**src/rtl/gpu_pkg.sv**
```systemverilog
// gpu_pkg
// Shared constants for the text-mode GPU: screen geometry, the character
// buffer register map seen by the 6502 bus bridge, CTRL bit positions and
// the writer FSM state encoding. The renderer imports the same geometry.
// No ports (package).

package gpu_pkg;

   // Screen geometry and character-RAM sizing (2^ADDR_BITS >= COLS*ROWS)
   localparam int COLS      = 100;
   localparam int ROWS      = 75;
   localparam int CELL_BITS = 2;
   localparam int ADDR_BITS = 13;

   // Register offsets on the CPU side
   localparam logic [1:0] REG_DATA     = 2'd0;
   localparam logic [1:0] REG_CURSOR_X = 2'd1;
   localparam logic [1:0] REG_CURSOR_Y = 2'd2;
   localparam logic [1:0] REG_CTRL     = 2'd3;

   // CTRL register bit positions
   localparam int CTRL_CLEAR_BIT     = 0;
   localparam int CTRL_OVR_ACK_BIT   = 1;
   localparam int CTRL_FILL_LSB      = 2;
   localparam int CTRL_FILL_LOAD_BIT = 7;

   // Writer FSM
   typedef enum logic {
      IDLE  = 1'b0,
      CLEAR = 1'b1
   } charbuf_state_t;

endpackage

```
**src/rtl/charbuf_writer_if.sv**
```systemverilog
// charbuf_writer_if
// Bundles the CPU register-access port and the character-RAM write port of
// the character buffer writer.
//   CPU_STB/CPU_WE/CPU_ADDR/CPU_DIN : register access from the bus bridge
//   CPU_DOUT                        : registered read data
//   FB_WE/FB_ADDR/FB_DATA           : character-RAM write port to renderer
//   BUSY                            : clear sequence in progress
// Modports: master = CPU/bench side, slave = charbuf_writer.

interface charbuf_writer_if #(
   parameter int CELL_BITS = gpu_pkg::CELL_BITS,
   parameter int ADDR_BITS = gpu_pkg::ADDR_BITS
);

   logic                 CPU_STB;
   logic                 CPU_WE;
   logic [1:0]           CPU_ADDR;
   logic [7:0]           CPU_DIN;
   logic [7:0]           CPU_DOUT;
   logic                 FB_WE;
   logic [ADDR_BITS-1:0] FB_ADDR;
   logic [CELL_BITS-1:0] FB_DATA;
   logic                 BUSY;

   modport master (
      output CPU_STB, CPU_WE, CPU_ADDR, CPU_DIN,
      input  CPU_DOUT, FB_WE, FB_ADDR, FB_DATA, BUSY
   );

   modport slave (
      input  CPU_STB, CPU_WE, CPU_ADDR, CPU_DIN,
      output CPU_DOUT, FB_WE, FB_ADDR, FB_DATA, BUSY
   );

endinterface

```
**src/rtl/charbuf_cursor.sv**
```systemverilog
// charbuf_cursor
// Text cursor for the character buffer: holds (x, y), clamps CPU-written
// coordinates to the screen, auto-advances with row and screen wrap after
// each DATA write, and exposes the linear cell address y*COLS + x.
// Ports:
//   clk, rst_n     : clock, synchronous active-low reset
//   set_x, set_y   : load x / y from din (clamped)
//   din            : CPU write data
//   advance        : step the cursor one cell
//   home           : force cursor to (0, 0); highest priority
//   x, y           : current cursor
//   lin_addr       : y*COLS + x at ADDR_BITS width

module charbuf_cursor #(
   parameter int COLS      = gpu_pkg::COLS,
   parameter int ROWS      = gpu_pkg::ROWS,
   parameter int ADDR_BITS = gpu_pkg::ADDR_BITS,
   parameter int X_BITS    = $clog2(COLS),
   parameter int Y_BITS    = $clog2(ROWS)
)(
   input  logic                 clk,
   input  logic                 rst_n,
   input  logic                 set_x,
   input  logic                 set_y,
   input  logic [7:0]           din,
   input  logic                 advance,
   input  logic                 home,
   output logic [X_BITS-1:0]    x,
   output logic [Y_BITS-1:0]    y,
   output logic [ADDR_BITS-1:0] lin_addr
);

   localparam logic [7:0]        COLS_LIM = 8'(COLS);
   localparam logic [7:0]        ROWS_LIM = 8'(ROWS);
   localparam logic [X_BITS-1:0] X_LAST   = X_BITS'(COLS - 1);
   localparam logic [Y_BITS-1:0] Y_LAST   = Y_BITS'(ROWS - 1);

   // The writer never asserts more than one of home/set_x/set_y/advance in a
   // cycle, so the priority order only matters for robustness. Out-of-range
   // coordinates clamp to the last column/row rather than wrapping, so a
   // stray large value still lands on screen.
   always_ff @(posedge clk) begin
      if (!rst_n) begin
         x <= '0;
         y <= '0;
      end else if (home) begin
         x <= '0;
         y <= '0;
      end else if (set_x) begin
         x <= (din >= COLS_LIM) ? X_LAST : din[X_BITS-1:0];
      end else if (set_y) begin
         y <= (din >= ROWS_LIM) ? Y_LAST : din[Y_BITS-1:0];
      end else if (advance) begin
         if (x == X_LAST) begin
            x <= '0;
            y <= (y == Y_LAST) ? '0 : y + Y_BITS'(1);
         end else begin
            x <= x + X_BITS'(1);
         end
      end
   end

   // Constant multiply; the writer registers the result into FB_ADDR so the
   // strobe-to-address latency stays at one cycle.
   assign lin_addr = ADDR_BITS'(y) * ADDR_BITS'(COLS) + ADDR_BITS'(x);

endmodule

```
**src/rtl/charbuf_writer.sv**
```systemverilog
// charbuf_writer
// Write-side front end of the VGA character buffer. Decodes single-cycle
// register accesses from the 6502 bus bridge, keeps a text cursor, drives
// the renderer's character-RAM write port, and runs a hardware clear that
// writes every cell once so the CPU never has to loop over the screen.
// Ports:
//   CLK_PIXEL : pixel clock, the only clock
//   RESET_N   : synchronous active-low reset
//   bus       : charbuf_writer_if.slave (CPU register port, FB write port,
//               BUSY)
// Build option:
//   CHARBUF_FILL_EN : CTRL bit7 loads a fill value from CTRL[CELL_BITS+1:2]
//                     that the clear writes; without it the clear writes 0.

module charbuf_writer
   import gpu_pkg::*;
#(
   parameter int COLS      = gpu_pkg::COLS,
   parameter int ROWS      = gpu_pkg::ROWS,
   parameter int CELL_BITS = gpu_pkg::CELL_BITS,
   parameter int ADDR_BITS = gpu_pkg::ADDR_BITS
)(
   input logic             CLK_PIXEL,
   input logic             RESET_N,
   charbuf_writer_if.slave bus
);

   localparam int                   X_BITS    = $clog2(COLS);
   localparam int                   Y_BITS    = $clog2(ROWS);
   localparam logic [ADDR_BITS-1:0] LAST_ADDR = ADDR_BITS'(COLS * ROWS - 1);

   charbuf_state_t       state;
   logic                 fb_we_q;
   logic [ADDR_BITS-1:0] fb_addr_q;
   logic [CELL_BITS-1:0] fb_data_q;
   logic [7:0]           dout_q;
   logic                 busy_q;
   logic                 overrun_q;

   logic [X_BITS-1:0]    cur_x;
   logic [Y_BITS-1:0]    cur_y;
   logic [ADDR_BITS-1:0] cur_addr;

   logic                 wr_stb;
   logic                 rd_stb;
   logic                 in_clear;
   logic                 data_wr;
   logic                 x_wr;
   logic                 y_wr;
   logic                 ctrl_wr;
   logic                 start_clear;
   logic                 clear_done;
   logic                 drop_wr;
   logic                 fill_load;
   logic [CELL_BITS-1:0] fill_din;
   logic [CELL_BITS-1:0] fill_next;

   // Register decode. Cursor and DATA writes are only honoured while idle;
   // during a clear they are dropped and flagged as an overrun instead.
   assign wr_stb      = bus.CPU_STB && bus.CPU_WE;
   assign rd_stb      = bus.CPU_STB && !bus.CPU_WE;
   assign in_clear    = (state == CLEAR);
   assign data_wr     = wr_stb && (bus.CPU_ADDR == REG_DATA);
   assign x_wr        = wr_stb && (bus.CPU_ADDR == REG_CURSOR_X);
   assign y_wr        = wr_stb && (bus.CPU_ADDR == REG_CURSOR_Y);
   assign ctrl_wr     = wr_stb && (bus.CPU_ADDR == REG_CTRL);
   assign start_clear = ctrl_wr && bus.CPU_DIN[CTRL_CLEAR_BIT] && !in_clear;
   assign clear_done  = in_clear && (fb_addr_q == LAST_ADDR);
   assign drop_wr     = in_clear && (data_wr || x_wr || y_wr);
   assign fill_load   = ctrl_wr && bus.CPU_DIN[CTRL_FILL_LOAD_BIT];
   assign fill_din    = bus.CPU_DIN[CTRL_FILL_LSB +: CELL_BITS];

`ifdef CHARBUF_FILL_EN
   logic [CELL_BITS-1:0] fill_q;

   // Fill value register. A CTRL write that both loads a fill value and
   // starts a clear uses the new value from the very first cell, hence the
   // bypass into fill_next.
   always_ff @(posedge CLK_PIXEL) begin
      if (!RESET_N) begin
         fill_q <= '0;
      end else if (fill_load) begin
         fill_q <= fill_din;
      end
   end

   assign fill_next = fill_load ? fill_din : fill_q;
`else
   logic unused_fill;

   assign unused_fill = fill_load ^ (^fill_din);
   assign fill_next   = '0;
`endif

   // Cursor sub-block: it is parked at (0, 0) on the same edge the clear
   // finishes, so the CPU resumes typing at the top-left corner.
   charbuf_cursor #(
      .COLS      (COLS),
      .ROWS      (ROWS),
      .ADDR_BITS (ADDR_BITS)
   ) u_cursor (
      .clk      (CLK_PIXEL),
      .rst_n    (RESET_N),
      .set_x    (x_wr && !in_clear),
      .set_y    (y_wr && !in_clear),
      .din      (bus.CPU_DIN),
      .advance  (data_wr && !in_clear),
      .home     (clear_done),
      .x        (cur_x),
      .y        (cur_y),
      .lin_addr (cur_addr)
   );

   // Main sequencer. FB_WE/FB_ADDR/FB_DATA are all registered here and have
   // exactly two sources: a DATA write while IDLE, or the sweep while CLEAR.
   // Because the state selects the source, the two can never collide. The
   // sweep reuses fb_addr_q as its cell counter: the start edge writes cell
   // 0 and every CLEAR cycle writes the next one until LAST_ADDR has been
   // written, at which point BUSY and FB_WE drop together.
   // Reads are serviced in any state; CPU_DOUT only changes on a read.
   always_ff @(posedge CLK_PIXEL) begin
      if (!RESET_N) begin
         state     <= IDLE;
         fb_we_q   <= 1'b0;
         fb_addr_q <= '0;
         fb_data_q <= '0;
         dout_q    <= '0;
         busy_q    <= 1'b0;
         overrun_q <= 1'b0;
      end else begin
         if (rd_stb) begin
            case (bus.CPU_ADDR)
               REG_CURSOR_X: dout_q <= 8'(cur_x);
               REG_CURSOR_Y: dout_q <= 8'(cur_y);
               REG_CTRL:     dout_q <= {6'b0, overrun_q, busy_q};
               default:      dout_q <= 8'h00;
            endcase
         end

         if (ctrl_wr && bus.CPU_DIN[CTRL_OVR_ACK_BIT]) begin
            overrun_q <= 1'b0;
         end else if (drop_wr) begin
            overrun_q <= 1'b1;
         end

         case (state)
            IDLE: begin
               fb_we_q <= 1'b0;
               if (start_clear) begin
                  state     <= CLEAR;
                  busy_q    <= 1'b1;
                  fb_we_q   <= 1'b1;
                  fb_addr_q <= '0;
                  fb_data_q <= fill_next;
               end else if (data_wr) begin
                  fb_we_q   <= 1'b1;
                  fb_addr_q <= cur_addr;
                  fb_data_q <= bus.CPU_DIN[CELL_BITS-1:0];
               end
            end
            CLEAR: begin
               if (clear_done) begin
                  state   <= IDLE;
                  busy_q  <= 1'b0;
                  fb_we_q <= 1'b0;
               end else begin
                  fb_we_q   <= 1'b1;
                  fb_addr_q <= fb_addr_q + ADDR_BITS'(1);
                  fb_data_q <= fill_next;
               end
            end
            default: begin
               state   <= IDLE;
               busy_q  <= 1'b0;
               fb_we_q <= 1'b0;
            end
         endcase
      end
   end

   assign bus.FB_WE    = fb_we_q;
   assign bus.FB_ADDR  = fb_addr_q;
   assign bus.FB_DATA  = fb_data_q;
   assign bus.CPU_DOUT = dout_q;
   assign bus.BUSY     = busy_q;

endmodule

```
**src/flat_wrapper.sv**
```systemverilog
// flat-port wrapper written by rule: the top's interface ports become plain ports
module charbuf_writer_flat import gpu_pkg::*;
#(
   parameter int COLS      = gpu_pkg::COLS,
   parameter int ROWS      = gpu_pkg::ROWS,
   parameter int CELL_BITS = gpu_pkg::CELL_BITS,
   parameter int ADDR_BITS = gpu_pkg::ADDR_BITS
)
  (CLK_PIXEL, RESET_N, bus_CPU_STB, bus_CPU_WE, bus_CPU_ADDR, bus_CPU_DIN, bus_CPU_DOUT, bus_FB_WE, bus_FB_ADDR, bus_FB_DATA, bus_BUSY);
  charbuf_writer_if #(.CELL_BITS(CELL_BITS), .ADDR_BITS(ADDR_BITS)) bus_i ();
  input logic CLK_PIXEL;
  input logic RESET_N;
  input wire logic [$bits(bus_i.CPU_STB)-1:0] bus_CPU_STB;
  input wire logic [$bits(bus_i.CPU_WE)-1:0] bus_CPU_WE;
  input wire logic [$bits(bus_i.CPU_ADDR)-1:0] bus_CPU_ADDR;
  input wire logic [$bits(bus_i.CPU_DIN)-1:0] bus_CPU_DIN;
  output wire logic [$bits(bus_i.CPU_DOUT)-1:0] bus_CPU_DOUT;
  output wire logic [$bits(bus_i.FB_WE)-1:0] bus_FB_WE;
  output wire logic [$bits(bus_i.FB_ADDR)-1:0] bus_FB_ADDR;
  output wire logic [$bits(bus_i.FB_DATA)-1:0] bus_FB_DATA;
  output wire logic [$bits(bus_i.BUSY)-1:0] bus_BUSY;
  assign bus_i.CPU_STB = bus_CPU_STB;
  assign bus_i.CPU_WE = bus_CPU_WE;
  assign bus_i.CPU_ADDR = bus_CPU_ADDR;
  assign bus_i.CPU_DIN = bus_CPU_DIN;
  assign bus_CPU_DOUT = bus_i.CPU_DOUT;
  assign bus_FB_WE = bus_i.FB_WE;
  assign bus_FB_ADDR = bus_i.FB_ADDR;
  assign bus_FB_DATA = bus_i.FB_DATA;
  assign bus_BUSY = bus_i.BUSY;
  charbuf_writer #(.COLS(COLS), .ROWS(ROWS), .CELL_BITS(CELL_BITS), .ADDR_BITS(ADDR_BITS)) u_core (.CLK_PIXEL(CLK_PIXEL), .RESET_N(RESET_N), .bus(bus_i));
endmodule
```
**config.mk**
```make
export PLATFORM = sky130hd
export DESIGN_NAME = charbuf_writer_flat
export DESIGN_NICKNAME = d
export VERILOG_FILES = /design/src/rtl/gpu_pkg.sv /design/src/rtl/charbuf_writer_if.sv /design/src/rtl/charbuf_cursor.sv /design/src/rtl/charbuf_writer.sv /design/src/flat_wrapper.sv
export SDC_FILE = /design/constraint.sdc
export NUM_CORES = 1
export LEC_CHECK = 0
export BUFFER_PORTS_ARGS = -buffer_cell sky130_fd_sc_hd__buf_4
export CAP_MARGIN = 0
export CORE_MARGIN = 2
export CORE_UTILIZATION = 49
export CTS_BUF_LIST = sky130_fd_sc_hd__clkbuf_8 sky130_fd_sc_hd__clkbuf_16
export CTS_CLUSTER_SIZE = 20
export DETAILED_ROUTE_END_ITERATION = 10
export PLACE_DENSITY = 0.74
export SYNTH_ARGS = -nofsm -noshare
export SYNTH_HDL_FRONTEND = slang
export SYNTH_SLANG_ARGS = --single-unit
```
**constraint.sdc**
```tcl
create_clock -name CLK_PIXEL -period 3.69 [get_ports CLK_PIXEL]
set_clock_uncertainty 0.2 [all_clocks]
set_input_delay 0.9225 -clock CLK_PIXEL [delete_from_list [all_inputs] [get_ports CLK_PIXEL]]
set_output_delay 0.9225 -clock CLK_PIXEL [all_outputs]
set_load 0.005 [all_outputs]
```
==> results.py, run 1 <==
metrics = {
    "synth": {
        "synth.distinct_cells": 61,
        "synth_top_area_share_pct": 25.6,
        "syn_area_um2": 3130,
        "synth_ff_type": "dfxtp_1",
        "yosys_register_bits": 40,
        "syn_area_per_cell_um2": 7.75,
        "synthArstFlopShare_pct": 0,
        "synthCells": 404,
        "synth.top_cells.by_area": "dfxtp_1 (26%), ha_1 (13%), o21ai_0 (5.9%), nor2_1 (5.5%), a21oi_1 (5.4%)",
        "synth_edf_count": 0,
        "yosysSeqAreaShare_pct": 25.6,
        "synth_nets": 454,
        "synth_area_leader_cell": "dfxtp_1",
        "yosys_warnings": 0,
    },
    "grt": {
        "grt_max_degree": 17,
        "grt_overflow": 0,
        "grt_first_pass_wirelength_um": 13500,
        "grt_pass1_vias": 2839,
        "track_usage_pct": 23.1,
        "antenna_found_initial": 0,
    },
    "min_path": {
        "holdCritStartpoint": "u_core.bus.CPU_DOUT[5]",
        "hold_path.class": "register to register",
    },
    "pwr": {
        "p_per_area_nw_per_um2": 265,
        "leakagePower_nw": 1.49,
        "vdd_drop_max_mv": 0.227,
    },
    "setup_path": {
        "critPathKind": "register to register",
        "arrival_ns": 3.59,
        "cp-end-kind": "register",
        "timing.rr.start": "u_core.u_cursor.y[2]",
        "startpoint": "u_core.u_cursor.y[2]",
        "critPathMaxFanout": 4,
        "critPathLaunchType": "register",
        "worstPathRequired_ns": 3.73,
    },
    "sta": {
        "slew_headroom_pct": 41.8,
        "rsz0062_at_grt": "no",
        "max_freq_ghz": 0.282,
        "post-route-period-util_pct": 96.2,
        "fin_setup_tns_ns": 0,
        "period_needed_ns": 3.55,
        "hold_violations": 0,
        "maxSlewViolCount": 0,
        "worst_slew_pin_slew_ns": 0.873,
        "setup_viol_count_final": 0,
    },
    "layout": {
        "n_antenna_cell": 0,
        "final_nets": 493,
        "nFillCells": 606,
        "syn_to_final_growth_pct": 16.5,
        "multi_input_area_um2": 2200,
        "seqCellArea_um2": 802,
        "instances_no_fill": 521,
        "post_route_cells_drive_above_1_share_pct": 15.3,
    },
    "cts": {
        "hold_buffers": 0,
        "cts_buffers": 5,
        "cts.sinks": 40,
        "clockBufferDepth": 2,
        "clk_latency_ns": 0.30,
        "cts-root-buf": "clkbuf_8",
        "cts-htree-levels": 2,
        "clk_pin_slew_ns": 0.09,
        "cts_tree": "done",
    },
    "floorplanning": {
        "start_util_pct": 49.9,
        "core_area_um2": 6280,
        "dieArea_um2": 7040,
        "die_w_um": 83.9,
        "row_count": 29,
        "io_pins": 39,
        "die_h_um": 83.9,
    },
    "route": {
        "drt-vias-per-instance": 6.17,
        "drtIter0Drc": 209,
        "routedWlPerCell_um": 16.0,
        "route.detailed.drc": 0,
        "drt_wl_total_um": 8320,
        "drtPass1Iterations": 5,
        "vias": 3215,
        "drtAntennaViolNets": 0,
    },
    "job": {
        "cap_violations": 0,
    },
    "placed_design": {
        "post-dp-hpwl_um": 6290,
        "io_buffers": 37,
        "placed_cells": 512,
        "gp_congestion": 0.867,
    },
    "status": {
        "status": "completed",
    },
}
-- worst max-delay path: stages, from the launching register on --
cell and delay (ns):
dfxtp_2 0.34, inv_1 0.04, ha_1 0.27, inv_1 0.04
ha_1 0.30, fa_1 0.48, ha_4 0.32, o21ai_2 0.08
or4b_1 0.54, o2111ai_2 0.12, nand4b_1 0.16, or4b_4 0.53
nand3_1 0.09
-- metrics by stage --
| step | instance area, um2 | utilization (%) | total power, mW | worst slack [ns] | hold slack [ns] |
|---|---|---|---|---|---|
| 2_1_floorplan | 3130 | - | 0.541 | 0.220 | 0.278 |
| 3_3_place_gp | 3500 | 55.8 | 0.589 | 0.246 | 0.291 |
| 3_5_place_dp | 3500 | 55.8 | 0.591 | 0.128 | 0.299 |
| 4_1_cts | 3610 | 57.6 | 0.967 | 0.102 | 0.311 |
| 5_1_grt | 3650 | 58.1 | 0.996 | 0.00206 | 0.331 |
| 6_report | 3650 | 58.1 | 0.967 | 0.142 | 0.303 |
-- synth_stat cells, types with 5 or more instances --
cell type / number
nand2b_1: 5
inv_1: 24
nand2_1: 24
a211oi_1: 11
nor2b_1: 7
nand3_1: 12
o21ai_0: 37
nor2_1: 46
and3_1: 5
a31oi_1: 6
nor3_1: 7
xnor2_1: 8
a22oi_1: 11
a21oi_1: 34
clkbuf_1: 11
o211ai_1: 8
dfxtp_1: 40
nor3b_1: 5
ha_1: 33
-- cell usage in the layout, fill, tap and decap left out, types with 11 or more instances in the layout --
cell type and count:
a211oi_1 11, a21oi_1 34, a22oi_1 11, buf_4 46, dfxtp_1 39, ha_1 31
inv_1 24, nand2_1 24, nand3_1 12, nor2_1 46, o21ai_0 37
-- path summary, 6_finish.rpt --
kind / end / slack (ns) / depth (start not counted)
worst max-delay path: u_core.bus.FB_ADDR[12] / 0.14 / 12
worst min-delay path: u_core.bus.CPU_DOUT[5] / 0.30 / 2
worst max register to register: u_core.bus.FB_ADDR[12] / 0.14 / 12
worst min register to register: u_core.bus.CPU_DOUT[5] / 0.30 / 2
-- final cells by class --
type | count | area share (%)
Tap cell | 77 | 2.64
Multi-Input combinational cell | 326 | 60.3
Sequential cell | 40 | 22.0
Clock inverter | 3 | 1.27
Clock buffer | 5 | 1.89
Timing Repair Buffer | 46 | 9.47
Inverter | 24 | 2.47
-- registers in the layout, indices dropped and copies added (netlist names) --
signal / count
u_core.bus.BUSY: 1
u_core.bus.CPU_DOUT: 7
u_core.bus.FB_ADDR: 13
u_core.bus.FB_DATA: 2
u_core.bus.FB_WE: 1
u_core.in_clear: 1
u_core.overrun_q: 1
u_core.u_cursor.x: 7
u_core.u_cursor.y: 7
-- logic make-up after synthesis --
family / synth area share, %
simple gates: 22.6
xor+xnor: 3.08
other cells: 0.120
flops: 25.6
buf+inv: 4.96
fa+ha+maj: 15.1
compound gates: 28.6
-- power by group --
group	switching [mW]	internal, mW	total, mW	leakage [nW]
clock	0.179	0.204	0.383	0.0548
sequential	0.0138	0.444	0.458	0.325
combinational	0.0719	0.0537	0.126	1.11
-- layer usage --
| layer | track usage (%) | routed length (um) | vias to the layer above |
|---|---|---|---|
| li1 | - | - | 1564 |
| met1 | 31.4 | 3750 | 1514 |
| met2 | 38.5 | 3960 | 127 |
| met3 | 3.96 | 538 | 10 |
| met4 | 4.69 | 72 | 0 |
| met5 | 0 | 0 | - |
-- timing repair --
action | 4_1_cts | 5_1_grt
hold endpoints to repair | 0 | 0
resized for setup | 0 | 5
setup buffers | 0 | 1
setup endpoints to repair | 0 | 1
Power figures use the tool's default switching activity.
==> inputs of run 2 (changes only) <==
--- a/config.mk
+++ b/config.mk
@@ -12,7 +12,8 @@
 export CTS_BUF_LIST = sky130_fd_sc_hd__clkbuf_8 sky130_fd_sc_hd__clkbuf_16
 export CTS_CLUSTER_SIZE = 20
 export DETAILED_ROUTE_END_ITERATION = 10
-export PLACE_DENSITY = 0.74
+export GPL_TIMING_DRIVEN = 0
+export PLACE_DENSITY_LB_ADDON = 0.08
 export SYNTH_ARGS = -nofsm -noshare
 export SYNTH_HDL_FRONTEND = slang
 export SYNTH_SLANG_ARGS = --single-unit
==> results.py, run 2 (synthesis gave the netlist of run 1 again) <==
metrics = {
    "setup_path": {
        "cp_slowest_cell": "or4b_4",
        "cp-end-kind": "register",
        "timing.rr.start": "u_core.u_cursor.y[2]",
        "rrSetupSlack_ns": 0.14,
        "worstPathRequired_ns": 3.73,
        "cpLargestDelayFamily": "adder cells",
        "critPathMaxStageDelay_ns": 0.51,
        "path_cells": "inv_1, ha_1, inv_1, ha_1, fa_1, ha_4, o21ai_1, or4b_4, o2111ai_4, nand4b_1, or4b_1, nand3_1",
        "reg2regPathDepth": 12,
        "r2r-end": "u_core.bus.FB_ADDR[12]",
        "critPathBufInv": 2,
        "critPathKind": "register to register",
        "arrival_ns": 3.59,
        "critPathLaunchType": "register",
        "critPathMaxFanout": 6,
    },
    "cts": {
        "cts.sinks": 40,
        "clk_latency_ns": 0.30,
        "cts-root-buf": "clkbuf_8",
        "cts-htree-levels": 2,
        "cts_buffers": 5,
        "clk_pin_slew_ns": 0.09,
        "cts_tree": "done",
        "clockBufferDepth": 2,
    },
    "pwr": {
        "total_power_mw": 0.969,
        "p_per_area_nw_per_um2": 265,
        "vdd_drop_max_mv": 0.184,
        "p_sw_share_pct": 27.4,
        "p_clk_share_pct": 39.5,
        "combPwrFrac_pct": 13.4,
        "p_seq_share_pct": 47.1,
        "leakagePower_nw": 1.48,
        "internal_power_mw": 0.704,
        "power.switching_mw": 0.265,
    },
    "floorplanning": {
        "core_area_um2": 6280,
        "die_h_um": 83.9,
        "row_count": 29,
        "dieArea_um2": 7040,
        "die_w_um": 83.9,
        "start_util_pct": 49.9,
        "io_pins": 39,
    },
    "layout": {
        "mostFrequentLayoutCells": "nor2_1 (46), buf_4 (39), o21ai_0 (37), dfxtp_1 (36), a21oi_1 (34)",
        "utilization_pct": 58.3,
        "largest_reg_flops": 13,
        "instances_no_fill": 527,
        "syn_to_final_growth_pct": 17.0,
        "n_antenna_cell": 0,
        "postLayoutCellArea_um2": 3660,
        "post_route_cells_drive_above_1_share_pct": 14.2,
        "final_common_cell": "nor2_1",
        "final_nets": 499,
    },
    "route": {
        "drtIter0Drc": 239,
        "drtPass1Iterations": 5,
        "drt_wl_total_um": 8320,
        "route.detailed.drc": 0,
        "routedWlPerCell_um": 15.8,
        "vias": 3162,
        "drt-vias-per-instance": 6.00,
        "drtAntennaViolNets": 0,
    },
    "grt": {
        "grt_first_pass_wirelength_um": 13800,
        "antenna_found_initial": 0,
        "track_usage_pct": 23.9,
        "grt_pass1_vias": 2863,
        "grt_max_degree": 15,
        "grt_overflow": 0,
    },
    "sta": {
        "worst_slew_pin_slew_ns": 0.644,
        "max_freq_ghz": 0.282,
        "slew_headroom_pct": 56.9,
        "period_needed_ns": 3.55,
        "setup_viol_count_final": 0,
        "maxSlewViolCount": 0,
        "fin_setup_tns_ns": 0,
        "holdWs_ns": 0.302,
        "post-route-period-util_pct": 96.1,
        "hold_violations": 0,
        "fin_ws_ns": 0.144,
    },
    "placed_design": {
        "post-dp-hpwl_um": 6410,
        "gp_congestion": 0.902,
        "pre_cts_ws_ns": -0.0535,
        "io_buffers": 37,
        "placed_cells": 518,
        "dpl_cell_area_um2": 3500,
    },
    "min_path": {
        "worst_hold_path.endpoint": "u_core.bus.CPU_DOUT[0]",
        "min_path_cells": 2,
        "hold_path.class": "register to register",
        "holdCritStartpoint": "u_core.bus.CPU_DOUT[0]",
    },
    "status": {
        "status": "completed",
    },
    "job": {
        "cap_violations": 0,
    },
}
[run 2: cell types whose count changed in the layout (fill, tap and decap cells not counted), moves of 2 or more]
cell | previous run | this run
dfxtp_1 | 39 | 36
buf_4 | 46 | 39
clkbuf_1 | 0 | 11
dfxtp_2 | 1 | 3
[run 2: worst max-delay path by stage]
| stage | to | cells past startpoint | slack (ns) | from |
|---|---|---|---|---|
| global placement | u_core.bus.FB_ADDR[12] | 12 | -0.04 | u_core.u_cursor.y[2] |
| finish | u_core.bus.FB_ADDR[12] | 12 | 0.14 | u_core.u_cursor.y[2] |
| global route | u_core.bus.FB_ADDR[12] | 12 | -0.02 | u_core.u_cursor.y[2] |
| detailed placement | u_core.bus.FB_ADDR[12] | 12 | -0.05 | u_core.u_cursor.y[2] |
| CTS | u_core.bus.FB_ADDR[12] | 12 | 0.02 | u_core.u_cursor.y[2] |
| floorplan | u_core.bus.FB_ADDR[12] | 12 | 0.22 | u_core.u_cursor.y[2] |
[run 2: repair_timing]
action / CTS / global route
hold buffers: 0 / 0
pin swaps: 0 / 2
buffers inserted: 0 / 1
resized for setup: 1 / 7
endpoints found under the setup margin: 1 / 2
[run 2: area by class of cell]
| type | instances | area (um2) |
|---|---|---|
| Timing Repair Buffer | 38 | 285 |
| Multi-Input combinational cell | 326 | 2200 |
| Sequential cell | 40 | 808 |
| Tap cell | 77 | 96.3 |
| Clock buffer | 5 | 68.8 |
| Inverter | 24 | 90.1 |
| Clock inverter | 3 | 46.3 |
| Buffer | 14 | 65.1 |
| Fill cell | 626 | 2620 |
[run 2: tightest hold or removal path: cells and delay by family (launching register included)]
family,cells,cell delay (ns)
AO/OA/AOI/OAI,1,0.05
AND/OR/NAND/NOR,1,0.09
flip-flops,1,0.32
[run 2: power by group through the flow]
stage          Clock, mW  Combinational, mW  Sequential, mW
2_1_floorplan          0             0.0755           0.465
3_3_place_gp           0              0.127           0.467
3_5_place_dp           0              0.128           0.468
4_1_cts            0.390              0.129           0.457
5_1_grt            0.405              0.146           0.459
6_report           0.383              0.130           0.457
[run 2: metal layers]
layer,track usage [%],up-vias,share of wire [%]
met5,0,-,0
met3,3.66,9,4.9
met2,37.0,95,47
met4,6.45,0,1.0
met1,34.5,1475,47
li1,-,1583,-
==> inputs of run 3 (changes only) <==
--- a/config.mk
+++ b/config.mk
@@ -7,13 +7,14 @@
 export LEC_CHECK = 0
 export BUFFER_PORTS_ARGS = -buffer_cell sky130_fd_sc_hd__buf_4
 export CAP_MARGIN = 0
-export CORE_MARGIN = 2
+export CORE_MARGIN = 1.5
 export CORE_UTILIZATION = 49
 export CTS_BUF_LIST = sky130_fd_sc_hd__clkbuf_8 sky130_fd_sc_hd__clkbuf_16
 export CTS_CLUSTER_SIZE = 20
 export DETAILED_ROUTE_END_ITERATION = 10
 export GPL_TIMING_DRIVEN = 0
 export PLACE_DENSITY_LB_ADDON = 0.08
+export REMOVE_ABC_BUFFERS = 1
 export SYNTH_ARGS = -nofsm -noshare
 export SYNTH_HDL_FRONTEND = slang
 export SYNTH_SLANG_ARGS = --single-unit
==> results.py, run 3 (synthesis gave the netlist of run 1 again) <==
metrics = {
    "setup_path": {
        "critPathKind": "register to register",
        "cp-end-kind": "register",
        "critPathMaxStageDelay_ns": 0.52,
        "critPathMaxFanout": 5,
        "timing.rr.start": "u_core.u_cursor.y[2]",
        "arrival_ns": 3.58,
        "startpoint": "u_core.u_cursor.y[2]",
        "path_cells": "inv_1, ha_1, inv_1, ha_1, fa_1, ha_4, o21ai_1, or4b_4, o2111ai_4, nand4b_1, or4b_1, nand3_1",
        "cp_slowest_cell": "or4b_4",
        "critPathLaunchType": "register",
        "worstPathRequired_ns": 3.73,
    },
    "floorplanning": {
        "core_area_um2": 6060,
        "die_w_um": 82.9,
        "start_util_pct": 51.7,
        "dieArea_um2": 6880,
        "row_count": 28,
        "die_h_um": 82.9,
        "io_pins": 39,
    },
    "route": {
        "drtIter0Drc": 133,
        "drt-vias-per-instance": 5.98,
        "drtAntennaViolNets": 0,
        "vias": 3067,
        "drtPass1Iterations": 5,
        "drt_wl_total_um": 8170,
        "route.detailed.drc": 0,
        "routedWlPerCell_um": 15.9,
    },
    "grt": {
        "grt_first_pass_wirelength_um": 13600,
        "antenna_found_initial": 0,
        "track_usage_pct": 23.7,
        "grt_overflow": 0,
        "grt_pass1_vias": 2863,
        "grt_max_degree": 17,
    },
    "pwr": {
        "vdd_drop_max_mv": 0.202,
        "total_power_mw": 0.980,
        "p_seq_share_pct": 46.7,
        "internal_power_mw": 0.717,
        "p_clk_share_pct": 40.8,
        "power.switching_mw": 0.263,
        "p_sw_share_pct": 26.8,
        "p_per_area_nw_per_um2": 271,
        "combPwrFrac_pct": 12.5,
        "leakagePower_nw": 1.47,
    },
    "layout": {
        "instances_no_fill": 513,
        "final_common_cell": "nor2_1",
        "largest_reg_flops": 13,
        "mostFrequentLayoutCells": "nor2_1 (46), buf_4 (40), o21ai_0 (37), dfxtp_1 (36), a21oi_1 (34)",
        "final_nets": 487,
        "nFillCells": 574,
        "syn_to_final_growth_pct": 15.6,
        "seqCellArea_um2": 808,
        "post_route_cells_drive_above_1_share_pct": 14.6,
        "multi_input_area_um2": 2200,
        "n_antenna_cell": 0,
    },
    "status": {
        "status": "completed",
    },
    "placed_design": {
        "io_buffers": 37,
        "gp_congestion": 0.916,
        "placed_cells": 502,
        "post-dp-hpwl_um": 6050,
    },
    "sta": {
        "period_needed_ns": 3.54,
        "worst_slew_pin_slew_ns": 1.02,
        "rsz0062_at_grt": "no",
        "max_freq_ghz": 0.283,
        "holdWs_ns": 0.300,
        "post-route-period-util_pct": 95.9,
        "maxSlewViolCount": 0,
        "hold_violations": 0,
        "setup_viol_count_final": 0,
        "slew_headroom_pct": 31.8,
    },
    "cts": {
        "clockBufferDepth": 2,
        "cts_tree": "done",
        "clk_latency_ns": 0.30,
        "clk_pin_slew_ns": 0.09,
        "cts-root-buf": "clkbuf_8",
        "cts.sinks": 40,
        "hold_buffers": 0,
        "cts_buffers": 5,
        "cts-htree-levels": 2,
    },
    "job": {
        "cap_violations": 0,
    },
    "min_path": {
        "holdCritStartpoint": "u_core.bus.CPU_DOUT[3]",
        "hold_path.class": "register to register",
    },
}
==> run 3: cell count changes in the layout (fill, tap and decap cells not counted) <==
cell        before  now
clkinvlp_4       1    0
ha_2             0    1
ha_1            32   31
inv_6            1    0
clkbuf_8         5    6
clkinv_4         0    1
buf_2            1    0
clkbuf_1        11    0
buf_4           39   40
buf_6            1    0
==> run 3: timing repair <==
item,4_1_cts,5_1_grt
resized for setup,1,8
pin swaps,0,2
hold endpoints to repair,0,0
setup buffers,0,3
cloned,0,0
endpoints found under the setup margin,1,2
==> run 3: final timing paths <==
| check | slack [ns] | depth (start not counted) | to |
|---|---|---|---|
| setup reg to reg | 0.15 | 12 | u_core.bus.FB_ADDR[12] |
| hold reg to reg | 0.30 | 2 | u_core.bus.CPU_DOUT[3] |
| setup / recovery | 0.15 | 12 | u_core.bus.FB_ADDR[12] |
| hold / removal | 0.30 | 2 | u_core.bus.CPU_DOUT[3] |
==> run 3: power groups by stage <==
stage	registers, mW	clock network (mW)	logic [mW]
after floorplan	0.466	0	0.0674
after global placement	0.468	0	0.120
after detailed placement	0.469	0	0.121
after CTS	0.458	0.402	0.122
after global routing	0.460	0.420	0.136
final	0.458	0.400	0.122
==> run 3: metrics by stage <==
stage | TNS [ns] | utilization [%] | instance area [um2] | setup slack [ns]
floorplan | 0 | - | 3070 | 0.220
global placement | -0.0203 | 56.7 | 3440 | -0.0203
detailed placement | -0.0556 | 56.7 | 3440 | -0.0556
CTS | 0 | 58.7 | 3560 | 0.00401
global route | 0 | 59.7 | 3620 | 0.00480
finish | 0 | 59.7 | 3620 | 0.152
==> run 3: worst max-delay path: cells and delay by family (launching register included) <==
kind	cells	cell delay, ns
fa+ha+maj	4	1.36
buf+inv	2	0.08
simple gates	4	1.24
flops	1	0.38
compound gates	2	0.23
==> run 3: cell type report <==
| cell class | instances | share of cell area (%) |
|---|---|---|
| multi-input combinational | 326 | 60.9 |
| sequential | 40 | 22.3 |
| timing repair buffer | 40 | 8.30 |
| tap | 75 | 2.59 |
| inverter | 24 | 2.49 |
| clock buffer | 6 | 2.28 |
| clock inverter | 2 | 1.07 |
==> run 3: metal layers <==
metal | up-vias | GRT usage [%] | routed length, um
li1 | 1552 | - | -
met1 | 1425 | 34.2 | 4070
met2 | 85 | 36.6 | 3620
met3 | 5 | 3.88 | 419
met4 | 0 | 6.67 | 51
met5 | - | 0 | 0
